===== src/rtl/hazard_fwd_unit_if.sv =====
// Decode-side bundle for hazard_fwd_unit: decode operand/destination info in, stall and operand selects out.
// Ports: dec_valid/dec_rs/dec_rt/dec_use_rs/dec_use_rt/dec_wr_en/dec_wr_addr/dec_is_load/flush (decode -> unit),
//        stall/fwd_a/fwd_b/stall_cycles (unit -> decode/ALU mux). master = decode side, slave = the unit.
interface hazard_fwd_if #(
  parameter int SEL_W = 3,
  parameter int CNT_W = 16
);
  logic             dec_valid;
  logic [4:0]       dec_rs;
  logic [4:0]       dec_rt;
  logic             dec_use_rs;
  logic             dec_use_rt;
  logic             dec_wr_en;
  logic [4:0]       dec_wr_addr;
  logic             dec_is_load;
  logic             flush;
  logic             stall;
  logic [SEL_W-1:0] fwd_a;
  logic [SEL_W-1:0] fwd_b;
  logic [CNT_W-1:0] stall_cycles;

  modport master (
    output dec_valid, dec_rs, dec_rt, dec_use_rs, dec_use_rt,
           dec_wr_en, dec_wr_addr, dec_is_load, flush,
    input  stall, fwd_a, fwd_b, stall_cycles
  );

  modport slave (
    input  dec_valid, dec_rs, dec_rt, dec_use_rs, dec_use_rt,
           dec_wr_en, dec_wr_addr, dec_is_load, flush,
    output stall, fwd_a, fwd_b, stall_cycles
  );
endinterface


===== src/rtl/hazard_fwd_unit.sv =====
// Hazard/forwarding tracker: remembers the destinations of the last DEPTH issued instructions and
// picks the youngest forwarding source per operand; stalls decode while a load result is not yet forwardable.
// Ports: clk, reset (sync, active-high), bus (hazard_fwd_if.slave). stall/fwd_* are combinational, zero-latency.
module hazard_fwd_unit #(
  parameter int DEPTH    = 2,
  parameter int LOAD_LAT = 1,
  parameter int SEL_W    = 3,
  parameter int CNT_W    = 16
) (
  input  logic          clk,
  input  logic          reset,
  hazard_fwd_if.slave   bus
);

  // entry k holds the instruction that left decode k cycles ago (1 = youngest)
  logic [DEPTH:1] ent_v;
  logic [DEPTH:1] ent_ld;
  logic [4:0]     ent_addr [1:DEPTH];

  logic [SEL_W-1:0] sel_a, sel_b;
  logic             ld_a, ld_b;
  logic             use_a, use_b;
  logic             stall_i;
  logic             ins_v;
  logic [CNT_W-1:0] stall_cnt;

  // Scan oldest to youngest so the youngest match overwrites older ones.
  // ld_* marks a match whose load data is still in flight (not yet forwardable).
  always_comb begin
    sel_a = '0;
    sel_b = '0;
    ld_a  = 1'b0;
    ld_b  = 1'b0;
    for (int k = DEPTH; k >= 1; k--) begin
      if (ent_v[k] && (ent_addr[k] == bus.dec_rs) && (bus.dec_rs != 5'd0)) begin
        sel_a = SEL_W'(k);
        ld_a  = ent_ld[k] && (k <= LOAD_LAT);
      end
      if (ent_v[k] && (ent_addr[k] == bus.dec_rt) && (bus.dec_rt != 5'd0)) begin
        sel_b = SEL_W'(k);
        ld_b  = ent_ld[k] && (k <= LOAD_LAT);
      end
    end
  end

  // reset masks all operand use so outputs are quiet while in reset
  assign use_a   = bus.dec_valid && bus.dec_use_rs && !reset;
  assign use_b   = bus.dec_valid && bus.dec_use_rt && !reset;
  // flush kills the decode instruction, so its hazard never matters
  assign stall_i = ((use_a && ld_a) || (use_b && ld_b)) && !bus.flush;

  assign bus.stall        = stall_i;
  assign bus.fwd_a        = (use_a && !stall_i) ? sel_a : '0;
  assign bus.fwd_b        = (use_b && !stall_i) ? sel_b : '0;
  assign bus.stall_cycles = stall_cnt;

  // a stalled or flushed slot enters the pipe as a bubble; $0 writes are never tracked
  assign ins_v = bus.dec_valid && bus.dec_wr_en && (bus.dec_wr_addr != 5'd0)
                 && !stall_i && !bus.flush;

  always_ff @(posedge clk) begin
    if (reset) begin
      ent_v     <= '0;
      stall_cnt <= '0;
    end else begin
      for (int k = DEPTH; k >= 2; k--) begin
        ent_v[k] <= ent_v[k-1];
      end
      ent_v[1] <= ins_v;
      if (stall_i && (stall_cnt != '1)) begin
        stall_cnt <= stall_cnt + CNT_W'(1);
      end
    end
  end

  // payload is only meaningful where ent_v is set, so it needs no reset
  always_ff @(posedge clk) begin
    for (int k = DEPTH; k >= 2; k--) begin
      ent_addr[k] <= ent_addr[k-1];
      ent_ld[k]   <= ent_ld[k-1];
    end
    ent_addr[1] <= bus.dec_wr_addr;
    ent_ld[1]   <= bus.dec_is_load;
  end

endmodule


===== src/flat_wrapper.sv =====
// flat-port wrapper written by rule: the top's interface ports become plain ports
module hazard_fwd_unit_flat 
#(
  parameter int DEPTH    = 2,
  parameter int LOAD_LAT = 1,
  parameter int SEL_W    = 3,
  parameter int CNT_W    = 16
)
  (clk, reset, bus_dec_valid, bus_dec_rs, bus_dec_rt, bus_dec_use_rs, bus_dec_use_rt, bus_dec_wr_en, bus_dec_wr_addr, bus_dec_is_load, bus_flush, bus_stall, bus_fwd_a, bus_fwd_b, bus_stall_cycles);
  hazard_fwd_if #(.SEL_W(SEL_W), .CNT_W(CNT_W)) bus_i ();
  input  logic clk;
  input  logic reset;
  input wire logic [$bits(bus_i.dec_valid)-1:0] bus_dec_valid;
  input wire logic [$bits(bus_i.dec_rs)-1:0] bus_dec_rs;
  input wire logic [$bits(bus_i.dec_rt)-1:0] bus_dec_rt;
  input wire logic [$bits(bus_i.dec_use_rs)-1:0] bus_dec_use_rs;
  input wire logic [$bits(bus_i.dec_use_rt)-1:0] bus_dec_use_rt;
  input wire logic [$bits(bus_i.dec_wr_en)-1:0] bus_dec_wr_en;
  input wire logic [$bits(bus_i.dec_wr_addr)-1:0] bus_dec_wr_addr;
  input wire logic [$bits(bus_i.dec_is_load)-1:0] bus_dec_is_load;
  input wire logic [$bits(bus_i.flush)-1:0] bus_flush;
  output wire logic [$bits(bus_i.stall)-1:0] bus_stall;
  output wire logic [$bits(bus_i.fwd_a)-1:0] bus_fwd_a;
  output wire logic [$bits(bus_i.fwd_b)-1:0] bus_fwd_b;
  output wire logic [$bits(bus_i.stall_cycles)-1:0] bus_stall_cycles;
  assign bus_i.dec_valid = bus_dec_valid;
  assign bus_i.dec_rs = bus_dec_rs;
  assign bus_i.dec_rt = bus_dec_rt;
  assign bus_i.dec_use_rs = bus_dec_use_rs;
  assign bus_i.dec_use_rt = bus_dec_use_rt;
  assign bus_i.dec_wr_en = bus_dec_wr_en;
  assign bus_i.dec_wr_addr = bus_dec_wr_addr;
  assign bus_i.dec_is_load = bus_dec_is_load;
  assign bus_i.flush = bus_flush;
  assign bus_stall = bus_i.stall;
  assign bus_fwd_a = bus_i.fwd_a;
  assign bus_fwd_b = bus_i.fwd_b;
  assign bus_stall_cycles = bus_i.stall_cycles;
  hazard_fwd_unit #(.DEPTH(DEPTH), .LOAD_LAT(LOAD_LAT), .SEL_W(SEL_W), .CNT_W(CNT_W)) u_core (.clk(clk), .reset(reset), .bus(bus_i));
endmodule

===== config.mk =====
export PLATFORM = sky130hd
export DESIGN_NAME = hazard_fwd_unit_flat
export DESIGN_NICKNAME = d
export VERILOG_FILES = /design/src/rtl/hazard_fwd_unit_if.sv /design/src/rtl/hazard_fwd_unit.sv /design/src/flat_wrapper.sv
export SDC_FILE = /design/constraint.sdc
export NUM_CORES = 1
export LEC_CHECK = 0
export ABC_AREA = 1
export CORE_MARGIN = 10
export CORE_UTILIZATION = 40
export CTS_BUF_LIST = sky130_fd_sc_hd__clkbuf_16
export DETAILED_ROUTE_END_ITERATION = 10
export PLACE_DENSITY = 0.67
export SYNTH_ARGS = -nofsm -noshare
export SYNTH_HDL_FRONTEND = slang
export SYNTH_SLANG_ARGS = --single-unit

===== constraint.sdc =====
create_clock -name clk -period 2.05 [get_ports clk]
set_clock_uncertainty 0.05 [all_clocks]
set_input_delay 0.5125 -clock clk [delete_from_list [all_inputs] [get_ports clk]]
set_output_delay 0.5125 -clock clk [all_outputs]
set_load 0.1 [all_outputs]

==> results by group <==
Global routing
  • Total Routing Usage GR: 15.22%
  • Number of global-route vias before repair: 1949
  • Grt ovf: 0
  • Initial antenna violation count: 0
  • First-pass GRT wire length: 9.466 mm
  • Largest net degree at the start of global routing: 31

STA
  • Peak Freq: about 470 MHz
  • Final Hold Viols: 0
  • Post-route setup slack: -0.09621 ns
  • Final Max Tran Viols: 0
  • Fin crit period: 2.146 ns
  • Final Hold Slack: 0.3374 ns
  • Unrepaired setup endpoints after global routing: true
  • Fin crit share: 104.7%
  • Setup violations, final: 5

Synthesis
  • Cell area after synthesis: 1813 sq um
  • Synth Area in Compound Gates: 2.761%
  • Ranking of synthesized cells by area: dfxtp_1 (32%), nand2_1 (18%), inv_1 (11%)
  • Syn Area/Cell: 5.867 sq um
  • Synth unique cells: 23
  • Post-synthesis mux area share: 0%
  • Post-synthesis simple-gate area fraction: 45.27%
  • Synth Area in XOR/XNOR: under 10%
  • Adder-Cell Fraction of Synth Area: less than 1%
  • Main combinational cell family by area after synthesis: simple AND/OR/NAND/NOR gates
  • Seq/Total Area, Yosys: 32.02%
  • Post-synth top area share: 32.02%
  • Yosys warning total: 0
  • Cell accounting for the most synthesized area: dfxtp_1
  • Seq cells post-synth: 29
  • Post-Syn Instances: 309

Clock tree
  • Clock root cell: clkbuf_16
  • CTS buffer count: 5
  • Clock slew at reported path FFs: 0.05 ns
  • Clk buf depth: 2
  • TritonCTS clock tree: built
  • H-tree Lvls: 2
  • Sink Count: 29
  • Clock latency at the later pin of the worst-skew pair: 0.28 ns
  • Post-CTS Hold Buffers: 0

Setup path
  • Worst EP arrival: approximately 1.6 ns
  • Crit start category: input port
  • Critical Path Slowest Stage Cell: nor3_2
  • Worst path cell trace: buf_2, buf_4, xnor2_2, nand4_1, nor3_2, nand2_2, nor2_4, buf_12
  • Critical path required time: 1.49 ns
  • Path type of the worst setup path: in2out
  • Crit end category: output port
  • Critical path's largest stage delay: 0.21 ns
  • CP max FO: 3

Power
  • Pwr dens: 528.7 nW/um^2
  • Clock power frac: between 50% and 60%
  • Sequential Power Share: 36.1%
  • P_int: 1.236 mW
  • Switching share of total power: 24.62%
  • Combinational Power Share: 13.1%
  • VDD IR max: 349.0 uV
  • NetSw: between 400 and 500 uW
  • Leakage Power: 1.336 nW

Drt
  • Iteration-0 DRC Markers: 162
  • Vias per cell: 4.895
  • DRC Markers: 0
  • Vias: 2090
  • Final WL: 5.845 mm
  • Antenna-violating nets left: 0
  • First-pass iteration count of the detailed router: 4
  • WL/cell: 13.69 um

Outcome
  • Failing checks: setup timing
  • Status: finished with violations

Finish
  • Final net count: 398
  • Filler cells: 326
  • Area growth syn-to-layout: 71.08%
  • Ratio of cells with drive above 1 in the final layout: 39.20%
  • Finished Cell Area: 3102 sq um
  • Ant diodes: 0

Place
  • IO buf count: 43
  • Pre-CTS WS: -0.5769 ns
  • HPWL Detailed: 3.875 mm
  • Placed inst area: 2675 sq um
  • RePlAce Congestion: slightly below 0.9

Die
  • Chip Height: ~87 um
  • Width of the chip: roughly 87 um
  • Core Region: approximately 4400 sq um
  • Initial Utilization: roughly two fifths
  • Io pins: 46
  • Die area: ~7600 sq um
  • Row count: 24

Min path
  • Tightest Hold Check Type: reg2reg

Flow run
  • Max-Cap Viols: 0
## routing by layer
layer | wire, um | track usage [%]
met2 | 2825 | 24.34
met3 | 469 | 5.056
met1 | 2462 | 18.76
met4 | 87 | 4.638
met5 | 0 | 0
## worst max-delay path: cells and delay by family
kind / cells / cell delay [ns]
buf+inv: 3 / 0.43
xor+xnor: 1 / 0.11
simple gates: 4 / 0.53
## area by class of cell
cell class | count | area, sq um | area share [%]
clock buffer | 5 | 125.1 | 4.034
clock inverter | 3 | 41.29 | 1.331
inverter | 62 | 261.5 | 8.431
multi-input combinational | 210 | 1210 | 39.01
sequential | 29 | 606.8 | 19.56
tap | 52 | 65.06 | 2.098
timing repair buffer | 66 | 792.0 | 25.53
## power by group through the flow
stage / registers [mW] / clock network, mW / logic, mW
floorplan: 0.596 / 0 / 0.0903
global route: 0.593 / 0.866 / 0.232
detailed placement: 0.600 / 0 / 0.170
CTS: 0.591 / 0.842 / 0.181
finish: 0.591 / 0.833 / 0.215
global placement: 0.600 / 0 / 0.168
## cell usage after synthesis
master    instances
nand4_1          19
inv_2             9
nor3_1            5
nor2_1           51
nand2_1          89
nand4_2           1
conb_1            1
nand2_2           1
clkbuf_1          4
clkinv_1          1
buf_4             3
buf_6             2
a211oi_1          1
o22ai_1           2
nand3_1          24
a21oi_1           5
inv_1            52
xor2_1            1
xnor2_1           5
nor2_2            2
o21ai_0           1
ha_1              1
dfxtp_1          29
## sequential cells by signal (all words and copies together), names as in the netlist
name and flops:
u_core.ent_addr 10, u_core.ent_v 2, u_core.bus.stall_cycles 16, u_core.ent_ld 1
## per-stage QoR
| stage | power (mW) | TNS [ns] | instances | util, % |
|---|---|---|---|---|
| floorplan | 0.6864 | -1.115 | 310 | - |
| global placement | 0.7680 | -8.503 | 415 | 61.02 |
| detailed placement | 0.7695 | -9.329 | 415 | 61.02 |
| CTS | 1.614 | -0.4760 | 426 | 67.04 |
| global route | 1.690 | -0.7253 | 427 | 70.75 |
| finish | 1.640 | -0.3917 | 427 | 70.75 |
## cell families after synthesis
| group | after synthesis |
|---|---|
| buf+inv | 71 |
| fa+ha+maj | 1 |
| xor+xnor | 6 |
| flops | 29 |
| compound gates | 9 |
| simple gates | 192 |
| other cells | 1 |
## repair_timing
action                     4_1_cts  5_1_grt
gates resized for setup         89       55
cloned                           0        0
setup endpoints to repair       21       10
setup buffers                    3        1
pin swaps                       37       33
hold endpoints to repair         0        0
## worst paths after layout
kind	start	to	slack [ns]	cells past startpoint
max	bus_dec_rs[0]	bus_fwd_a[1]	-0.1	8
min reg2reg	u_core.ent_addr[1][1]$_DFF_P_	u_core.ent_addr[2][1]$_DFF_P_	0.34	0
max reg2reg	u_core.bus.stall_cycles[0]$_SDFFE_PP0P_	u_core.bus.stall_cycles[3]$_SDFFE_PP0P_	0.18	9
min	u_core.ent_addr[1][1]$_DFF_P_	u_core.ent_addr[2][1]$_DFF_P_	0.34	0
## layout by cell type, fill, tap and decap left out, drive strengths merged, types with 2 or more instances in the layout
cell           instances
a21oi                  5
nand2                 90
buf                   55
clkdlybuf4s50          7
nand4                 20
nand3                 24
clkinv                 2
clkbuf                 7
nor3                   5
xnor2                  5
nor2                  53
conb                   2
dfxtp                 29
inv                   61
o22ai                  2
(Power assumes the default switching activity.)
